--- src/rtl/ctrl_pkg.sv ---
// Shared types and encodings for the multi-cycle controller.
package ctrl_pkg;

  typedef enum logic [3:0] {
    S_FETCH,
    S_DECODE,
    S_MEM_ADDR,
    S_MEM_RD,
    S_MEM_WB,
    S_MEM_WR,
    S_R_EXEC,
    S_R_WB,
    S_IMM_EXEC,
    S_IMM_WB,
    S_BRANCH,
    S_JUMP,
    S_JR,
    S_TRAP
  } state_t;

  // Opcode offsets from the R-type base opcode
  localparam int unsigned OFS_R    = 0;
  localparam int unsigned OFS_LW   = 1;
  localparam int unsigned OFS_SW   = 2;
  localparam int unsigned OFS_BEQ  = 3;
  localparam int unsigned OFS_BLT  = 4;
  localparam int unsigned OFS_SUBI = 5;
  localparam int unsigned OFS_ADDI = 6;
  localparam int unsigned OFS_BEQI = 7;
  localparam int unsigned OFS_J    = 8;

  localparam logic [1:0] ALU_OP_ADD   = 2'b00;
  localparam logic [1:0] ALU_OP_SUB   = 2'b01;
  localparam logic [1:0] ALU_OP_FUNCT = 2'b10;

  localparam logic [1:0] SRCB_RT     = 2'b00;
  localparam logic [1:0] SRCB_FOUR   = 2'b01;
  localparam logic [1:0] SRCB_IMM    = 2'b10;
  localparam logic [1:0] SRCB_IMM_SH = 2'b11;

  localparam logic [1:0] PCSRC_ALU    = 2'b00;
  localparam logic [1:0] PCSRC_ALUOUT = 2'b01;
  localparam logic [1:0] PCSRC_JUMP   = 2'b10;
  localparam logic [1:0] PCSRC_RS     = 2'b11;

  // One-hot instruction class
  typedef struct packed {
    logic r;
    logic jr;
    logic lw;
    logic sw;
    logic beq;
    logic blt;
    logic subi;
    logic addi;
    logic beqi;
    logic j;
    logic bad;
  } iclass_t;

endpackage

--- src/rtl/control_decode.sv ---
// Combinational opcode/funct classifier feeding the controller FSM.
module control_decode
  import ctrl_pkg::*;
#(
  parameter int OPW      = 8,
  parameter int FW       = 6,
  parameter int OP_BASE  = 51,
  parameter int JR_FUNCT = 8
) (
  input  logic [OPW-1:0] op,
  input  logic [FW-1:0]  funct,
  output iclass_t        cls
);

  localparam logic [OPW-1:0] OP_R    = OPW'(OP_BASE + OFS_R);
  localparam logic [OPW-1:0] OP_LW   = OPW'(OP_BASE + OFS_LW);
  localparam logic [OPW-1:0] OP_SW   = OPW'(OP_BASE + OFS_SW);
  localparam logic [OPW-1:0] OP_BEQ  = OPW'(OP_BASE + OFS_BEQ);
  localparam logic [OPW-1:0] OP_BLT  = OPW'(OP_BASE + OFS_BLT);
  localparam logic [OPW-1:0] OP_SUBI = OPW'(OP_BASE + OFS_SUBI);
  localparam logic [OPW-1:0] OP_ADDI = OPW'(OP_BASE + OFS_ADDI);
  localparam logic [OPW-1:0] OP_BEQI = OPW'(OP_BASE + OFS_BEQI);
  localparam logic [OPW-1:0] OP_J    = OPW'(OP_BASE + OFS_J);
  localparam logic [FW-1:0]  F_JR    = FW'(JR_FUNCT);

  // Map opcode (and funct for R-type) to exactly one class bit
  always_comb begin
    cls = '0;
    case (op)
      OP_R: begin
        cls.jr = (funct == F_JR);
        cls.r  = (funct != F_JR);
      end
      OP_LW:   cls.lw   = 1'b1;
      OP_SW:   cls.sw   = 1'b1;
      OP_BEQ:  cls.beq  = 1'b1;
      OP_BLT:  cls.blt  = 1'b1;
      OP_SUBI: cls.subi = 1'b1;
      OP_ADDI: cls.addi = 1'b1;
      OP_BEQI: cls.beqi = 1'b1;
      OP_J:    cls.j    = 1'b1;
      default: cls.bad  = 1'b1;
    endcase
  end

endmodule

--- src/rtl/multicycle_control.sv ---
// Multi-cycle FSM controller: sequences fetch/decode/execute/memory/write-back,
// handles memory wait states, traps illegal opcodes and counts retirements.
module multicycle_control
  import ctrl_pkg::*;
#(
  parameter int OPW      = 8,
  parameter int FW       = 6,
  parameter int OP_BASE  = 51,
  parameter int JR_FUNCT = 8,
  parameter int CNT_W    = 32
) (
  input  logic             clk,
  input  logic             reset,
  input  logic [OPW-1:0]   op,
  input  logic [FW-1:0]    funct,
  input  logic             mem_ready,
  input  logic             zero,
  input  logic             lt,
  output logic             pc_write,
  output logic [1:0]       pc_src,
  output logic             ir_write,
  output logic             iord,
  output logic             mem_read,
  output logic             mem_write,
  output logic             reg_dst,
  output logic             mem_to_reg,
  output logic             reg_write,
  output logic             alu_src_a,
  output logic [1:0]       alu_src_b,
  output logic [1:0]       alu_op,
  output logic             instr_done,
  output logic [CNT_W-1:0] retired,
  output logic             illegal
);

  state_t  state, state_n;
  iclass_t cls;

  control_decode #(
    .OPW      (OPW),
    .FW       (FW),
    .OP_BASE  (OP_BASE),
    .JR_FUNCT (JR_FUNCT)
  ) u_decode (
    .op    (op),
    .funct (funct),
    .cls   (cls)
  );

  // State register
  always_ff @(posedge clk) begin
    if (reset) state <= S_FETCH;
    else       state <= state_n;
  end

  // Next-state and control outputs; everything stays 0 while reset is high
  always_comb begin
    state_n    = state;
    pc_write   = 1'b0;
    pc_src     = PCSRC_ALU;
    ir_write   = 1'b0;
    iord       = 1'b0;
    mem_read   = 1'b0;
    mem_write  = 1'b0;
    reg_dst    = 1'b0;
    mem_to_reg = 1'b0;
    reg_write  = 1'b0;
    alu_src_a  = 1'b0;
    alu_src_b  = SRCB_RT;
    alu_op     = ALU_OP_ADD;
    instr_done = 1'b0;
    if (!reset) begin
      case (state)
        S_FETCH: begin
          mem_read  = 1'b1;
          alu_src_b = SRCB_FOUR;
          if (mem_ready) begin
            ir_write = 1'b1;
            pc_write = 1'b1;
            state_n  = S_DECODE;
          end
        end
        S_DECODE: begin
          alu_src_b = SRCB_IMM_SH;
          if (cls.lw || cls.sw)                     state_n = S_MEM_ADDR;
          else if (cls.r)                           state_n = S_R_EXEC;
          else if (cls.jr)                          state_n = S_JR;
          else if (cls.beq || cls.blt || cls.beqi)  state_n = S_BRANCH;
          else if (cls.addi || cls.subi)            state_n = S_IMM_EXEC;
          else if (cls.j)                           state_n = S_JUMP;
          else                                      state_n = S_TRAP;
        end
        S_MEM_ADDR: begin
          alu_src_a = 1'b1;
          alu_src_b = SRCB_IMM;
          state_n   = cls.lw ? S_MEM_RD : S_MEM_WR;
        end
        S_MEM_RD: begin
          mem_read = 1'b1;
          iord     = 1'b1;
          if (mem_ready) state_n = S_MEM_WB;
        end
        S_MEM_WB: begin
          reg_write  = 1'b1;
          mem_to_reg = 1'b1;
          instr_done = 1'b1;
          state_n    = S_FETCH;
        end
        S_MEM_WR: begin
          mem_write = 1'b1;
          iord      = 1'b1;
          if (mem_ready) begin
            instr_done = 1'b1;
            state_n    = S_FETCH;
          end
        end
        S_R_EXEC: begin
          alu_src_a = 1'b1;
          alu_op    = ALU_OP_FUNCT;
          state_n   = S_R_WB;
        end
        S_R_WB: begin
          reg_write  = 1'b1;
          reg_dst    = 1'b1;
          instr_done = 1'b1;
          state_n    = S_FETCH;
        end
        S_IMM_EXEC: begin
          alu_src_a = 1'b1;
          alu_src_b = SRCB_IMM;
          alu_op    = cls.subi ? ALU_OP_SUB : ALU_OP_ADD;
          state_n   = S_IMM_WB;
        end
        S_IMM_WB: begin
          reg_write  = 1'b1;
          instr_done = 1'b1;
          state_n    = S_FETCH;
        end
        S_BRANCH: begin
          alu_src_a  = 1'b1;
          alu_op     = ALU_OP_SUB;
          alu_src_b  = cls.beqi ? SRCB_IMM : SRCB_RT;
          pc_src     = PCSRC_ALUOUT;
          pc_write   = ((cls.beq || cls.beqi) && zero) || (cls.blt && lt);
          instr_done = 1'b1;
          state_n    = S_FETCH;
        end
        S_JUMP: begin
          pc_src     = PCSRC_JUMP;
          pc_write   = 1'b1;
          instr_done = 1'b1;
          state_n    = S_FETCH;
        end
        S_JR: begin
          pc_src     = PCSRC_RS;
          pc_write   = 1'b1;
          instr_done = 1'b1;
          state_n    = S_FETCH;
        end
        S_TRAP:  state_n = S_TRAP;
        default: state_n = S_FETCH;
      endcase
    end
  end

  // Retired-instruction counter, wraps naturally at 2^CNT_W
  always_ff @(posedge clk) begin
    if (reset)           retired <= '0;
    else if (instr_done) retired <= retired + CNT_W'(1);
  end

  // Sticky illegal-opcode flag, set as the FSM enters TRAP
  always_ff @(posedge clk) begin
    if (reset)                               illegal <= 1'b0;
    else if (state == S_DECODE && cls.bad)   illegal <= 1'b1;
  end

endmodule
--- config.mk ---
export PLATFORM = sky130hd
export DESIGN_NAME = multicycle_control
export DESIGN_NICKNAME = d
export VERILOG_FILES = /design/src/rtl/ctrl_pkg.sv /design/src/rtl/control_decode.sv /design/src/rtl/multicycle_control.sv
export SDC_FILE = /design/constraint.sdc
export NUM_CORES = 1
export LEC_CHECK = 0
export BUFFER_PORTS_ARGS = -buffer_cell sky130_fd_sc_hd__buf_4
export CAP_MARGIN = 20
export CORE_UTILIZATION = 30
export CTS_BUF_LIST = sky130_fd_sc_hd__clkbuf_4
export DETAILED_ROUTE_END_ITERATION = 8
export PLACE_DENSITY = 0.54
export SETUP_SLACK_MARGIN = 0.3
export SLEW_MARGIN = 20
export SYNTH_ARGS = -nofsm -noshare
export SYNTH_HDL_FRONTEND = slang
export SYNTH_HIERARCHICAL = 1
export SYNTH_SLANG_ARGS = --single-unit
export TNS_END_PERCENT = 1
--- constraint.sdc ---
create_clock -name clk -period 1.95 [get_ports clk]
set_input_delay 0.195 -clock clk [delete_from_list [all_inputs] [get_ports clk]]
set_output_delay 0.195 -clock clk [all_outputs]
set_load 0.005 [all_outputs]
# Word-level counts from Yosys, hierarchy flattened
# Cells that the tools add are included.
[totals]
elab_cells = 100
ff_bits = 37
inputBits = 19
[op_classes]
addsub = 1
n_mux = 50
eq_ne = 27
reduce_logical = 19
[op_table]
columns = ["cell", "n"]
rows = [
  ["$eq 8x6->1 const B", 9],
  ["$add 32x1->32 const B", 1],
  ["$pmux 4 s8", 1],
  ["$mux 1", 29],
  ["$eq 4x4->1 const B", 6],
  ["$mux 4", 5],
  ["$eq 4x3->1 const B", 4],
  ["$mux 3", 5],
  ["$pmux 2 s3", 2],
  ["$mux 2", 5],
  ["$reduce_or 9->1", 1],
  ["$eq 4x2->1 const B", 2],
  ["$pmux 2 s4", 1],
  ["$reduce_or 2->1", 4],
  ["$eq 6x4->1 const B", 1],
  ["$logic_or 1x1->1", 6],
  ["$ne 2x2->1 const B", 3],
  ["$ne 6x4->1 const B", 1],
  ["$reduce_or 6->1", 1],
  ["$eq 4x1->1 const B", 1],
  ["$logic_not 4->1", 1],
  ["$reduce_or 4->1", 1],
  ["$logic_and 1x1->1", 3],
  ["$pmux 1 s3", 1],
  ["3 further kinds", 3],
]

# Depth between registers and ports, before layout
# Gate-level depths: netlist of run 1.
[logic_depth]
depth_word = 9
mapped_depth = 8
mapped_depth_nobuf = 7

# Cells and area by module
# The synthesis of run 1 kept the hierarchy.
[by_module_without_submodules]
columns = ["mod", "seq_area_each_um2", "cells_each", "area_per_inst_um2", "instances"]
rows = [
  ["multicycle_control", 740.7, 293, 2278.4, 1],
  ["control_decode", 0.0, 24, 167.7, 1],
]

# Worst setup path before layout of run 1
# Ideal clock, no wire load.
[synth_timing]
path_type = "flip-flop to flip-flop"
start = "register retired[3]"
end = "register retired[29]"
path_slack_ns = 0.182
path_stages_with_launch = 7
t_required_ns = 1.880
setup_time_ns = 0.070
period_less_slack_ns = 1.768
arrival_ns = 1.698
cell_sequence = "dfxtp_1 -> and4_1 -> buf_2 -> nand4_4 -> or2_1 -> or4b_1 -> a21oi_1"
[synth_between]
elab_chain_len = 1
[synth_rtl]
columns = ["element", "line", "source"]
rows = [
  ["start: declaration", "multicycle_control.sv:32", "output logic [CNT_W-1:0] retired,"],
  ["start signal: assignment", "multicycle_control.sv:169", "else if (instr_done) retired <= retired + CNT_W'(1);"],
  ["$add 32x1->32", "multicycle_control.sv:169", ""],
]
# No other way between the ends.
# A chain may end at the register's enable or synchronous reset.

# Worst setup path after layout of run 1
[layout_timing]
start = "register retired[11]"
end = "register retired[29]"
# Same word-level chain as after synthesis.

==> reports/metrics.csv, run 1 <==
metric,value,unit
clk_latency,350,ps
postCtsHoldBufs,0,
crit_path_start_kind,flop,
pin_count,68,
hpwl,5.32,mm
grt.total_usage,17.5,%
dieHeight,92.3,microns
io_buffers,67,
first_pass_iters,4,
place_congestion,0.806,
grt_overflow_total,0,
cts_buffer_depth,2,
max-slew-margin-rel,62.6,%
vdd_drop_max,284,uV
final_area,0.00365,sq mm
place_area,0.00320,sq mm
drv_slew,0,
syn_nets,337,
viasPerCell,5.25,
critPathCaptureType,flop,
crit_type,flop to flop,
utilization,46.8,%
fin_tns_setup,0,ps
synth_ff_type,dfxtp_1,
whs,133,ps
drive_gt1_share,44.3,%
drc,0,
grt_setup_unrepaired,yes,
row_count,32,
synthToLayoutAreaGrowth,49.3,%
synth_area,0.00245,sq mm
synthArstFlopShare,0,%
fin_nets,439,
clk_pin_slew_worst_paths,120,ps
setup_violations,0,
hold_viol,0,
max_freq,0.563,GHz
status,completed,
wirelength,7.59,mm
syn_area_per_cell,7.72,sq um
synth-edff-count,0,
ys_warn_count,6,
diodes,0,
cts-root-buf,clkbuf_4,
worst_pin_slew,547,ps
power_leakage,1.40,nW
die_w,92.3,microns
dieArea,0.00852,sq mm
cts.htree.levels,2,
path_max_fanout,6,
drtIter0Drc,121,
antenna_found_initial,0,
synth_cells,317,
cts-buffers-inserted,5,
powerDensity,580,mW/mm^2
grt_first_pass_wirelength,12.1,mm
tritoncts,built,
fp.coreArea,0.00781,sq mm
synth_cell_type_count,56,
synth-seq-cells,37,
grt_max_degree,33,
wl_per_cell,14.5,microns
grt_pass1_vias,2570,
cp.arrival,2070,ps
period_needed,1780,ps
p_total,2.12,mW
vias,2742,
period_share,91.0,%
fillers,797,
cts_sinks,37,
required,2240,ps
ys_seq_area_share,30.3,%
skew,9.25,ps
ant_nets,0,
start_util,31.3,%
hold_class,input pin to flop,
drv_cap,0,
-- stage by stage --
step	cells	worst slack [ps]
after floorplan	317	261
after global placement	490	124
after detailed placement	490	73.7
after CTS	508	205
after global routing	522	114
final	522	175
-- metal layers --
layer | GRT usage, % | share of wire, %
met1 | 23.0 | 47
met2 | 28.9 | 48
met3 | 3.69 | 4.0
met4 | 4.69 | 1.1
met5 | 0 | 0
-- worst paths after layout --
kind,start,to,slack (ps),depth (start not counted)
max,retired[11]$_SDFFE_PP0P_,retired[29]$_SDFFE_PP0P_,170,5
min,reset,state[0]$_SDFFE_PP0P_,130,2
max reg2reg,retired[11]$_SDFFE_PP0P_,retired[29]$_SDFFE_PP0P_,170,5
min reg2reg,retired[1]$_SDFFE_PP0P_,retired[1]$_SDFFE_PP0P_,500,2
-- flip-flops by register name, summed over array words and instances, names as in the netlist --
name,flops
state,4
illegal,1
retired,32
-- repair_timing --
action | in CTS | in global routing
setup buffers | 10 | 14
endpoints found under the setup margin | 43 | 40
endpoints found under the hold margin | 0 | 0
gates resized for setup | 46 | 16
pin swaps | 7 | 8
-- report_power, final --
| part | switching (mW) | internal [mW] |
|---|---|---|
| Sequential | 0.0511 | 0.795 |
| Combinational | 0.457 | 0.411 |
| Clock | 0.271 | 0.131 |
-- kinds of logic after synthesis --
group	Yosys count	synth area share (%)
mux	1	0.409
fa+ha+maj	1	0.511
compound gates	82	23.1
xor+xnor	16	5.73
buf+inv	27	4.71
flops	37	30.3
simple gates	153	35.3
-- cells in the final DEF (no fill, tap or decap), types with 4 or more instances in the layout --
master      n
a211oi_1    8
a21oi_1    22
and2_1      4
and3_1      5
and4_4      4
buf_4     111
clkbuf_4    5
dfxtp_1    15
dfxtp_2    12
dfxtp_4    10
inv_1       7
nand2_1    24
nand2b_1    5
nand3_1    14
nand4_1     4
nor2_1     38
nor3_1      8
nor3_2      4
o21ai_0    15
o31ai_1     4
or3_1       8
xnor2_1    14
-- final cells by class --
type	instances	area, sq um	area share, %
multi-input cells	253	1760	48.3
repair buffers	115	891	24.4
flip-flops and latches	37	793	21.7
well taps	102	128	3.50
clock buffers	5	37.5	1.03
inverters	7	26.3	0.720
clock inverters	3	12.5	0.343
-- cell usage after synthesis (3+ instances only) --
master     count  share of area [%]
a211oi_1       8                2.5
and2_1         6                1.5
nand2_1       24                3.7
nor3_1        13                2.7
nor2_1        40                6.1
or4_1          3               0.92
o22ai_1        4                1.0
and4_1         5                1.8
a2111oi_2      3                1.8
a31o_2         3                1.1
nor4_1         4                1.0
o21ai_0       15                3.1
nand4_1        4                1.0
nand3_1       14                2.9
nand2b_1       6                1.5
or3_1          8                2.0
a21oi_1       24                4.9
a2111oi_0      3                1.1
buf_2          5                1.0
clkbuf_1      13                2.0
dfxtp_1       37                 30
xnor2_1       14                5.0
nand3b_1       3               0.92
and3_1         5                1.3
o31ai_1        4                1.2
inv_1          7                1.1
-- worst max-delay path, stage by stage, from the launching register on --
cell and delay, ps:
dfxtp_4 380, and4_4 260, nand4_4 150, or2_4 290
or4b_4 520, a21oi_2 130
(Power assumes the default switching activity.)
==> run 2, diff against run 1 <==
--- a/config.mk
+++ b/config.mk
@@ -10,7 +10,8 @@
 export CORE_UTILIZATION = 30
 export CTS_BUF_LIST = sky130_fd_sc_hd__clkbuf_4
 export DETAILED_ROUTE_END_ITERATION = 8
-export PLACE_DENSITY = 0.54
+export PLACE_DENSITY = 0.56
+export REMOVE_ABC_BUFFERS = 1
 export SETUP_SLACK_MARGIN = 0.3
 export SLEW_MARGIN = 20
 export SYNTH_ARGS = -nofsm -noshare
==> constraint.sdc (replaced) <==
create_clock -name clk -period 1.51 [get_ports clk]
set_input_delay 0.151 -clock clk [delete_from_list [all_inputs] [get_ports clk]]
set_output_delay 0.151 -clock clk [all_outputs]
set_load 0.005 [all_outputs]
==> run 2 against run 1 <==
Net effect: the flow now finishes with violations (setup timing); hold slack worse by 19 ps; sequential power up 30%; clock skew up 6.9 ps; setup slack worse by 400 ps; combinational power up 59%; die area unchanged; critical endpoint is now retired[17]$_SDFFE_PP0P_; largest cell class unchanged.
==> reports/metrics.csv, run 2 (synthesized netlist as in run 1, its figures left out) <==
metric,value,unit,change
dr_wl_met2,3.84,mm,was 3.67 mm
p_total,3.01,mW,was 2.12 mW
grt_max_degree,26,,was 33
critPathCaptureType,flop,,unchanged
vdd_drop_max,328,uV,was 284 uV
dieHeight,92.3,microns,unchanged
violations,setup timing,,
clk_pin_slew_worst_paths,110,ps,was 120 ps
cts.htree.levels,2,,unchanged
die_w,92.3,microns,unchanged
start_util,31.3,%,unchanged
period_share,115,%,was 91.0%
status,finished with violations,,was completed
clk_latency,350,ps,about the same
layout_common_cells,"buf_4 (145), nor2_1 (36), dfxtp_1 (28)",,"was buf_4 (111), nor2_1 (38), nand2_1 (24)"
antenna_found_initial,0,,unchanged
reg2reg_to,retired[17]$_SDFFE_PP0P_,,was retired[29]$_SDFFE_PP0P_
drive_gt1_share,51.2,%,was 44.3%
placed_cells,553,,was 490
tritoncts,built,,unchanged
instances_no_fill,565,,was 522
grt_first_pass_wirelength,12.7,mm,was 12.1 mm
crit_path_start_kind,flop,,unchanged
synthToLayoutAreaGrowth,66.8,%,was 49.3%
largest_reg_flops,32,,unchanged
fp.coreArea,0.00781,sq mm,unchanged
final_common_cell,buf_4,,unchanged
cp.arrival,2010,ps,was 2070 ps
postCtsHoldBufs,0,,unchanged
worst_pin_slew,401,ps,was 547 ps
grt_setup_unrepaired,yes,,unchanged
setup_slack,-225,ps,was 175 ps
wl_met3,167,microns,was 300 microns
ant_nets,0,,unchanged
cts-buffers-inserted,5,,unchanged
row_count,32,,unchanged
fin_nets,482,,was 439
path_max_fanout,10,,was 6
r2r_setup_slack,-230,ps,was 170 ps
fillers,744,,was 797
dp_slack,-315,ps,was 73.7 ps
hpwl,5.84,mm,was 5.32 mm
final_area,0.00408,sq mm,was 0.00365 sq mm
required,1780,ps,was 2240 ps
hold_viol,0,,unchanged
reg2reg_depth,5,,unchanged
skew,16.2,ps,was 9.25 ps
setup_violations,46,,was 0
pin_count,68,,unchanged
wl_met1,3.82,mm,was 3.53 mm
drtIter0Drc,106,,was 121
largest_registers,"retired: 32 flops, state: 4 flops, illegal: 1 flops",,unchanged
max_freq,0.576,GHz,was 0.563 GHz
cts-root-buf,clkbuf_4,,unchanged
min_from,mem_ready,,was reset
place_area,0.00364,sq mm,was 0.00320 sq mm
grt_overflow_total,0,,unchanged
hold_class,input pin to flop,,unchanged
top_register,retired,,unchanged
viasPerCell,5.11,,was 5.25
io_buffers,67,,unchanged
powerDensity,738,mW/mm^2,was 580 mW/mm^2
utilization,52.2,%,was 46.8%
drv_cap,0,,unchanged
holdPathStages,2,,unchanged
dieArea,0.00852,sq mm,unchanged
drv_slew,0,,unchanged
power_leakage,1.63,nW,was 1.40 nW
grt_pass1_vias,2710,,"was 2,570"
wl_per_cell,14.1,microns,was 14.5 microns
wirelength,7.96,mm,was 7.59 mm
first_pass_iters,4,,unchanged
place_congestion,0.907,,was 0.806
grt.total_usage,18.5,%,was 17.5%
drc,0,,unchanged
r2r_start,state[2]$_SDFFE_PP0P_,,was retired[11]$_SDFFE_PP0P_
cts_sinks,37,,unchanged
period_needed,1740,ps,was 1780 ps
diodes,0,,unchanged
crit_type,flop to flop,,unchanged
hold-path-endpoint,state[2]$_SDFFE_PP0P_,,was state[0]$_SDFFE_PP0P_
vias,2889,,"was 2,742"
cts_buffer_depth,2,,unchanged
highest_layer,met4,,unchanged
max-slew-margin-rel,73.1,%,was 62.6%
run 2: final cells by class:
| cell class | count | area [sq um] | area share (%) |
|---|---|---|---|
| clock inverter | 2 | 10.0 | 0.245 |
| clock buffer | 6 | 45.0 | 1.10 |
| tap | 102 | 128 | 3.13 |
| inverter | 7 | 26.3 | 0.644 |
| timing repair buffer | 158 | 1250 | 30.6 |
| sequential | 37 | 757 | 18.6 |
| multi-input combinational | 253 | 1870 | 45.7 |
run 2: through the flow:
stage / hold WS (ps) / setup TNS [ps]
2_1_floorplan: 220 / -12390
3_3_place_gp: 446 / -6060
3_5_place_dp: 458 / -6760
4_1_cts: 84.2 / -4610
5_1_grt: 84.9 / -9540
6_report: 114 / -5500
run 2: worst max-delay path: stages, from the launching register on:
cell and delay, ps:
dfxtp_4 380, nand2b_4 170, o22a_4 290, a21o_1 250, or4_4 430, a21oi_2 140
run 2: timing repair:
action / CTS / global route
gates cloned: 0 / 0
setup buffers: 2 / 2
pin swaps: 12 / 11
resized for setup: 70 / 24
setup endpoints to repair: 53 / 54
run 2: worst max-delay path by stage:
stage	startpoint	endpoint	slack, ps	cells past startpoint
after global placement	state[2]$_SDFFE_PP0P_	retired[31]$_SDFFE_PP0P_	-330	6
after CTS	state[0]$_SDFFE_PP0P_	pc_write	-210	6
after floorplan	state[0]$_SDFFE_PP0P_	retired[17]$_SDFFE_PP0P_	-580	5
after global routing	op[0]	pc_write	-330	9
final	state[2]$_SDFFE_PP0P_	retired[17]$_SDFFE_PP0P_	-230	5
after detailed placement	state[2]$_SDFFE_PP0P_	retired[27]$_SDFFE_PP0P_	-310	5
run 2: power by group:
part           internal, mW  switching (mW)
Clock                 0.196           0.338
Combinational         0.719           0.660
Sequential             1.04          0.0628
run 2: per-layer routing:
metal | vias up | global-route usage [%]
met5 | - | 0
met4 | 0 | 5.47
met3 | 13 | 2.71
met2 | 43 | 30.5
met1 | 1372 | 24.8
li1 | 1461 | -
